### src/rtl/huff_freq_sorter.sv
// Huffman front end: captures freqcount entries and sorts them ascending by frequency, then symbol.
// The result is offered to the tree builder over a valid/ready handshake.
module huff_freq_sorter #(
  parameter int N_SYM  = 10,
  parameter int W      = 19,
  parameter int FREQ_W = 8,
  parameter int SYM_W  = 5
) (
  input  logic         clk,
  input  logic         rst_n,
  input  logic         req_coding,
  input  logic [W-1:0] data_in0,
  input  logic [W-1:0] data_in1,
  input  logic [W-1:0] data_in2,
  input  logic [W-1:0] data_in3,
  input  logic [W-1:0] data_in4,
  input  logic [W-1:0] data_in5,
  input  logic [W-1:0] data_in6,
  input  logic [W-1:0] data_in7,
  input  logic [W-1:0] data_in8,
  input  logic [W-1:0] data_in9,
  output logic         ack_coding,
  output logic         out_valid,
  input  logic         out_ready,
  output logic [W-1:0] sorted0,
  output logic [W-1:0] sorted1,
  output logic [W-1:0] sorted2,
  output logic [W-1:0] sorted3,
  output logic [W-1:0] sorted4,
  output logic [W-1:0] sorted5,
  output logic [W-1:0] sorted6,
  output logic [W-1:0] sorted7,
  output logic [W-1:0] sorted8,
  output logic [W-1:0] sorted9,
  output logic [3:0]   nz_count
);

  localparam int PW = $clog2(N_SYM);
  localparam int KW = FREQ_W + SYM_W;

  typedef enum logic [1:0] {
    IDLE,
    ACK,
    SORT,
    OUT
  } state_t;

  state_t state, state_nx;

  logic [W-1:0]  din [N_SYM];
  logic [W-1:0]  ent [N_SYM];
  logic [W-1:0]  swp [N_SYM];
  logic [PW-1:0] pass;
  logic [3:0]    nz_nx;
  logic          load;
  logic          do_pass;
  logic          last_pass;

  assign din[0] = data_in0;
  assign din[1] = data_in1;
  assign din[2] = data_in2;
  assign din[3] = data_in3;
  assign din[4] = data_in4;
  assign din[5] = data_in5;
  assign din[6] = data_in6;
  assign din[7] = data_in7;
  assign din[8] = data_in8;
  assign din[9] = data_in9;

  assign sorted0 = ent[0];
  assign sorted1 = ent[1];
  assign sorted2 = ent[2];
  assign sorted3 = ent[3];
  assign sorted4 = ent[4];
  assign sorted5 = ent[5];
  assign sorted6 = ent[6];
  assign sorted7 = ent[7];
  assign sorted8 = ent[8];
  assign sorted9 = ent[9];

  // Frequency is the major key, symbol breaks ties.
  function automatic logic [KW-1:0] key(
    input logic [W-1:0] e
  );
    return {e[FREQ_W-1:0], e[FREQ_W +: SYM_W]};
  endfunction

  assign last_pass = (pass == PW'(N_SYM - 1));

  always_comb begin
    nz_nx = '0;
    for (int i = 0; i < N_SYM; i++) begin
      nz_nx = nz_nx + 4'(din[i][FREQ_W-1:0] != '0);
    end
  end

  // Even passes pair (0,1),(2,3)..; odd passes pair (1,2),(3,4)..
  always_comb begin
    swp = ent;
    for (int i = 0; i < N_SYM - 1; i++) begin
      if (i[0] == pass[0] && key(ent[i]) > key(ent[i+1])) begin
        swp[i]   = ent[i+1];
        swp[i+1] = ent[i];
      end
    end
  end

  always_comb begin
    state_nx = state;
    load     = 1'b0;
    do_pass  = 1'b0;
    unique case (state)
      IDLE: begin
        if (req_coding) begin
          load     = 1'b1;
          state_nx = ACK;
        end
      end
      ACK: begin
        do_pass  = 1'b1;
        state_nx = SORT;
      end
      SORT: begin
        do_pass = 1'b1;
        if (last_pass) state_nx = OUT;
      end
      OUT: begin
        if (out_ready) state_nx = IDLE;
      end
      default: state_nx = IDLE;
    endcase
  end

  always_ff @(posedge clk or negedge rst_n) begin
    if (!rst_n) begin
      state      <= IDLE;
      ack_coding <= 1'b0;
      out_valid  <= 1'b0;
      nz_count   <= '0;
      pass       <= '0;
    end else begin
      state      <= state_nx;
      ack_coding <= load;
      out_valid  <= (state_nx == OUT);
      if (load) begin
        nz_count <= nz_nx;
        pass     <= '0;
      end else if (do_pass) begin
        pass <= pass + 1'b1;
      end
    end
  end

  always_ff @(posedge clk or negedge rst_n) begin
    if (!rst_n) begin
      for (int i = 0; i < N_SYM; i++) begin
        ent[i] <= '0;
      end
    end else if (load) begin
      ent <= din;
    end else if (do_pass) begin
      ent <= swp;
    end
  end

endmodule

### config.mk
export PLATFORM = sky130hd
export DESIGN_NAME = huff_freq_sorter
export DESIGN_NICKNAME = d
export VERILOG_FILES = /design/src/rtl/huff_freq_sorter.sv
export SDC_FILE = /design/constraint.sdc
export NUM_CORES = 1
export LEC_CHECK = 0
export CORE_MARGIN = 1
export CORE_UTILIZATION = 45
export CTS_CLUSTER_DIAMETER = 80
export DETAILED_ROUTE_END_ITERATION = 7
export MAX_ROUTING_LAYER = met4
export PLACE_DENSITY = 0.76
export SETUP_SLACK_MARGIN = 0.2
export SKIP_CTS_REPAIR_TIMING = 1
export SLEW_MARGIN = 20
export SYNTH_ARGS = -nofsm -noshare
export SYNTH_HDL_FRONTEND = slang
export SYNTH_SLANG_ARGS = --single-unit
### constraint.sdc
create_clock -name clk -period 2.8 [get_ports clk]
set_clock_uncertainty 0.15 [all_clocks]
set_input_delay 0.42 -clock clk [delete_from_list [all_inputs] [get_ports clk]]
set_output_delay 0.42 -clock clk [all_outputs]
set_load 0.005 [all_outputs]
## After elaboration in Yosys (flattened, before gate mapping)

Cells that the tools add are included.
Widths: inputs -> output; s select.

- Add/subtract/negate cells: 10
- Order comparisons: 9
- Equality and inequality tests: 5
- Multiplexer cells: 20
- Bitwise logic cells: 1
- Reductions and logical operators: 42

Operators with widths:

| operator | count |
|---|---|
| $mux 190 | 2 |
| $mux 38 | 9 |
| $gt 13x13->1 | 9 |
| $reduce_bool 8->1 | 10 |
| $add 4x1->4 | 6 |
| $reduce_bool 3->1 | 8 |
| $reduce_and 2->1 | 10 |
| $logic_and 1x1->1 | 9 |
| $mux 4 | 2 |
| $pmux 2 s4 | 1 |
| $eq 2x2->1 const B | 3 |
| $mux 2 | 3 |
| $reduce_bool 2->1 | 3 |
| $add 3x1->4 | 1 |
| $add 4x1->4 const B | 1 |
| $eq 4x4->1 const B | 1 |
| $add 2x1->3 | 1 |
| $mux 1 | 3 |
| $add 1x1->2 | 1 |
| $eq 2x1->1 const B | 1 |
| $logic_not 2->1 | 1 |
| $reduce_or 2->1 | 1 |
| $not 1->1 | 1 |

- Register bits: 202
- Bits of input ports: 194
- Output and inout bits: 196
- Logic and storage cells: 102

## Longest topological paths before layout

- Word-level depth: 13
- Depth in mapped cells: 12

## Worst setup path before layout

No wires, ideal clock.

- Path kind: input port to flip-flop
- Start: in data_in1[4]
- End: reg nz_count[2]
- Setup time: 0.136 ns
- Data arrival time: 3.222 ns
- Data required time: 2.514 ns
- Setup slack: -0.708 ns
- Stages: 11
- Path through: or4_1 nor2_1 fa_1 fa_1 fa_1 inv_1 ha_1 inv_1 fa_1 xnor2_1 o21ai_0

- Longest elaborated chain between the ends: 10

RTL lines:

| item | line | RTL |
|---|---|---|
| from (decl) | 13 | `input logic [W-1:0] data_in1,` |
| $reduce_bool 8->1 | 93 | `nz_nx = nz_nx + 4'(din[i][FREQ_W-1:0] != '0);` |
| $add 1x1->2 | 93 |  |
| $add 2x1->3 | 93 |  |
| $add 3x1->4 | 93 |  |
| $add 4x1->4 (6 in series) | 93 |  |
| to (signal assigned) | 146 | `nz_count <= nz_nx;` |
| to (decl) | 35 | `output logic [3:0] nz_count` |

Every way passes these cells.
A chain may end at the register's enable or synchronous reset.

## Worst setup path in the final report

- Start: in data_in0[5]
- End: reg nz_count[2]

- Longest elaborated chain between the ends: 10

RTL lines:

| item | line | RTL |
|---|---|---|
| from (decl) | 12 | `input logic [W-1:0] data_in0,` |
| $reduce_bool 8->1 | 93 |  |
| $add 1x1->2 | 93 |  |
| $add 2x1->3 | 93 |  |
| $add 3x1->4 | 93 |  |
| $add 4x1->4 (6 in series) | 93 |  |

Every way passes these cells.

==> qor_table.md <==
| Item | Value |
|:---|:---|
| Max FO, Critical Path | 2 |
| Longest individual stage delay on the worst path | 0.57 ns |
| Signal arrival time at the worst endpoint | 3.58 ns |
| Placeable core area | 31700 um^2 |
| Mapped Area | 14500 um^2 |
| Count of H-tree levels built during CTS | 1 |
| Cells after Synth | 1517 |
| Share of the synthesized area in compound gates (AO/OA/AOI/OAI) | 19.1% |
| Start-to-end type of the worst setup path | input pin to flip-flop |
| Detailed-route wire length | 65100 um |
| Fin crit period | 3.32 ns |
| Peak supply drop | 1.04 mV |
| Pwr/cell area | 1520 nW/um^2 |
| Dominant combinational cell family by area after synthesis | compound AO/OA/AOI/OAI gates |
| Status | finished with violations |
| Sink Count | 202 |
| Critical path buffers and inverters | 4 |
| TritonCTS clock tree | yes |
| Synthesized-area fraction occupied by adder cells | 11.6% |
| Post-DR wirelength/cell | 25.6 um |
| Fraction of registers with async set/reset | 100% |
| Pin count of the biggest net entering global routing | 116 |
| Peak Freq | 0.302 GHz |
| Ys flop type | sky130_fd_sc_hd__dfrtp_1 |
| Yosys reg bits | 202 |
| Final setup viols | 47 |
| Cell occurring most often along the worst timing path | sky130_fd_sc_hd__fa_2 |
| Antenna Violating Nets Remaining | 0 |
| Post-synth EDFFs | 0 |
| Port buffer count | 389 |
| FILL cells | 2108 |
| Share of layout cells above drive strength 1 | 29.2% |
| Global-route wire length before repair | 88500 um |
| Smallest setup slack after layout | -0.516 ns |
| Average instance area after synthesis | 9.59 um^2 |
| P&R area growth vs syn | 63.7% |
| Final clock period utilization by the worst path | 118% |
| Total nets after synthesis | 1842 |
| Number of distinct library cells after synthesis | 61 |
| 1st-pass router iterations | 6 |
| Warnings, synthesis | 0 |
| Routed via count | 16000 |
| Total GRT Usage | 35.4% |
| Number of global-route vias before repair | 15300 |
| Proportion of synthesized chip area in sequential cells | 34.7% |
| Required arrival time at the worst endpoint | 3.06 ns |
| Number of top-level pins | 390 |
| Worst path slowest cell | sky130_fd_sc_hd__fa_2 |
| Congestion Overflow GR | 0 |
| Number of pins with negative max-slew slack in the final report | 0 |
| Crit. End Element | flip-flop |
| Cell types occupying the most area after synthesis | sky130_fd_sc_hd__dfrtp_1 (35%), sky130_fd_sc_hd__ha_1 (11%), sky130_fd_sc_hd__mux2i_1 (8.9%), sky130_fd_sc_hd__a221oi_1 (8.1%), sky130_fd_sc_hd__and3_1 (5.0%) |
| Worst Tran Pin Value | 1.07 ns |
| Hold violation total from the final report | 0 |
| Yosys top cell area share | 34.7% |
| Simple-Gate Fraction of Synth Area | 14.1% |
| Initial cell density of the core | 45.9% |
| Longest Clk Path Bufs | 3 |
| Post-layout net count | 2443 |
| Initial antenna violation count | 5 |
| Die width | 182 um |
| Category of the worst setup path launch point | input pin |
| CTS root buffer | sky130_fd_sc_hd__clkbuf_16 |
| Vert. Die Dim | 182 um |
| Max capacitance violation total | 0 |
| Post-synthesis mux area share | 12.3% |
| Pre-CTS setup slack | -1.56 ns |
| Post-detailed-placement half-perimeter wirelength | 44100 um |
| Hold Path Class | input pin to flip-flop |
| Average vias per placed instance | 6.30 |
| CTS Buf Count | 24 |
| Register clock-pin slew on the reported worst setup and hold paths | 0.06 ns |
| Total power consumption of the routed design | 0.0361 W |
| Cell breakdown of the critical path | buf_6 -> or4_1 -> nor2_1 -> buf_4 -> fa_2 -> fa_2 -> fa_1 -> inv_2 -> ha_4 -> inv_2 -> fa_2 -> xnor2_1 -> o21ai_1 |
| Failing checks | setup timing |
| Leak pwr | 11.0 nW |
| Skew-Pair Late Insertion Delay | 0.54 ns |
| Max transition margin | 28.8% |
| Critical path's top delay family | adder cells |
| Biggest area consumer among synthesized cells | sky130_fd_sc_hd__dfrtp_1 |
| Starting DRT DRC Count | 1386 |
| Remaining DRCs | 0 |
| Num rows | 65 |
| Xor/xnor cell area share of the yosys netlist | 0.241% |
| Routability-driven placement congestion ratio | 0.964 |
| Die area | 33100 um^2 |
| RSZ-0062 raised after global routing | true |
==> synthesized netlist by cell type, drive strengths merged, types with 2 or more instances <==
cell type  count
xnor2          3
o41ai          2
a21o          13
a31o           3
dfrtp        202
a2111oi       13
nand2b        10
o311ai         2
and2           6
nand3         16
nand2        130
a31oi          3
fa             6
inv          154
o41a           2
o221ai        18
a221oi       137
ha           125
o21ai         36
mux2i        129
a211o          3
and4          11
buf           54
a41oi          3
clkbuf        58
or4           12
and3         117
nor4          27
nand4         12
a221o         25
o31ai          7
a21boi         2
o21bai         2
nor2          34
nor2b         11
a22oi         13
a211oi        11
mux2          44
a21oi         55
==> layout by cell type (no fill, tap or decap), drive strengths merged, types with 16 or more instances in the layout <==
master         instances
nor4                  27
a21oi                 55
mux2                  44
buf                  282
nand3                 16
o221ai                18
nor2                  34
and3                 117
ha                   125
dfrtp                202
o21ai                 36
clkdlybuf4s50        339
dlymetal6s2s          36
mux2i                129
clkbuf                55
inv                  154
a221o                 25
a221oi               137
nand2                130
==> worst paths after layout <==
path / end / cells after the start / slack, ns / start
worst max-delay path: nz_count[2] / 13 / -0.52 / data_in0[5]
worst min-delay path: sorted0[2] / 3 / 0.001 / data_in0[2]
worst max register to register: sorted4[15] / 10 / -0.15 / sorted3[1]
worst min register to register: nz_count[0] / 2 / 0.34 / nz_count[0]
max in group asynchronous: sorted5[12] / 3 / 1.47 / rst_n
min in group asynchronous: sorted6[5] / 2 / 0.30 / rst_n
==> sequential cells by signal, summed over array words and instances (netlist names) <==
signal and cells:
nz_count 4, sorted6 19, state 2, sorted2 19
sorted0 19, sorted7 19, sorted9 19, sorted3 19
sorted5 19, sorted8 19, sorted1 19, out_valid 1
sorted4 19, pass 4, ack_coding 1
==> where the power goes <==
| part | switching (W) | internal (W) | leakage [nW] |
|---|---|---|---|
| combinational | 0.0133 | 0.0140 | 8.01 |
| clock | 0.00134 | 0.00193 | 0.406 |
| sequential | 0.00141 | 0.00412 | 2.63 |
| total | 0.0160 | 0.0201 | 11.0 |
==> layout make-up <==
class	instances	area (um^2)	area share [%]
Clock inverter	9	106	0.447
Multi-Input combinational cell	1050	9820	41.2
Timing Repair Buffer	686	6980	29.3
Sequential cell	202	5090	21.4
Tap cell	402	503	2.11
Inverter	154	598	2.51
Antenna cell	6	15.0	0.0630
Clock buffer	32	701	2.94
==> routing by layer <==
| metal | vias to the layer above | track usage, % | part of all wire, % |
|---|---|---|---|
| met4 | 0 | 14.0 | 4.7 |
| met1 | 7882 | 45.5 | 39 |
| li1 | 6957 | - | - |
| met5 | - | - | 0 |
| met3 | 201 | 5.76 | 8.9 |
| met2 | 981 | 55.8 | 48 |
==> kinds of logic after synthesis <==
kind of cell / after synthesis
multiplexers: 173
flip-flops: 202
AO/OA/AOI/OAI: 353
adder cells (fa/ha/maj): 131
XOR/XNOR: 4
buffers and inverters: 266
AND/OR/NAND/NOR: 388
==> tightest hold or removal path, stage by stage <==
cell and delay, ns:
sky130_fd_sc_hd__dlymetal6s2s_1 0.09, sky130_fd_sc_hd__nand2_1 0.07, sky130_fd_sc_hd__nand2_1 0.06
==> stage by stage <==
step	area [um^2]	hold slack [ns]	cells	setup TNS [ns]	utilization [%]
after global placement	20300	0.298	2388	-9.40	64.0
after floorplan	14600	-0.0256	1517	-2.02	-
after CTS	21100	-0.259	2429	-11.21	66.6
after global routing	23800	0.0204	2540	-10.80	75.1
final	23800	0.00109	2541	-4.48	75.1
after detailed placement	20300	0.296	2388	-11.70	64.0
(Power assumes the default switching activity.)
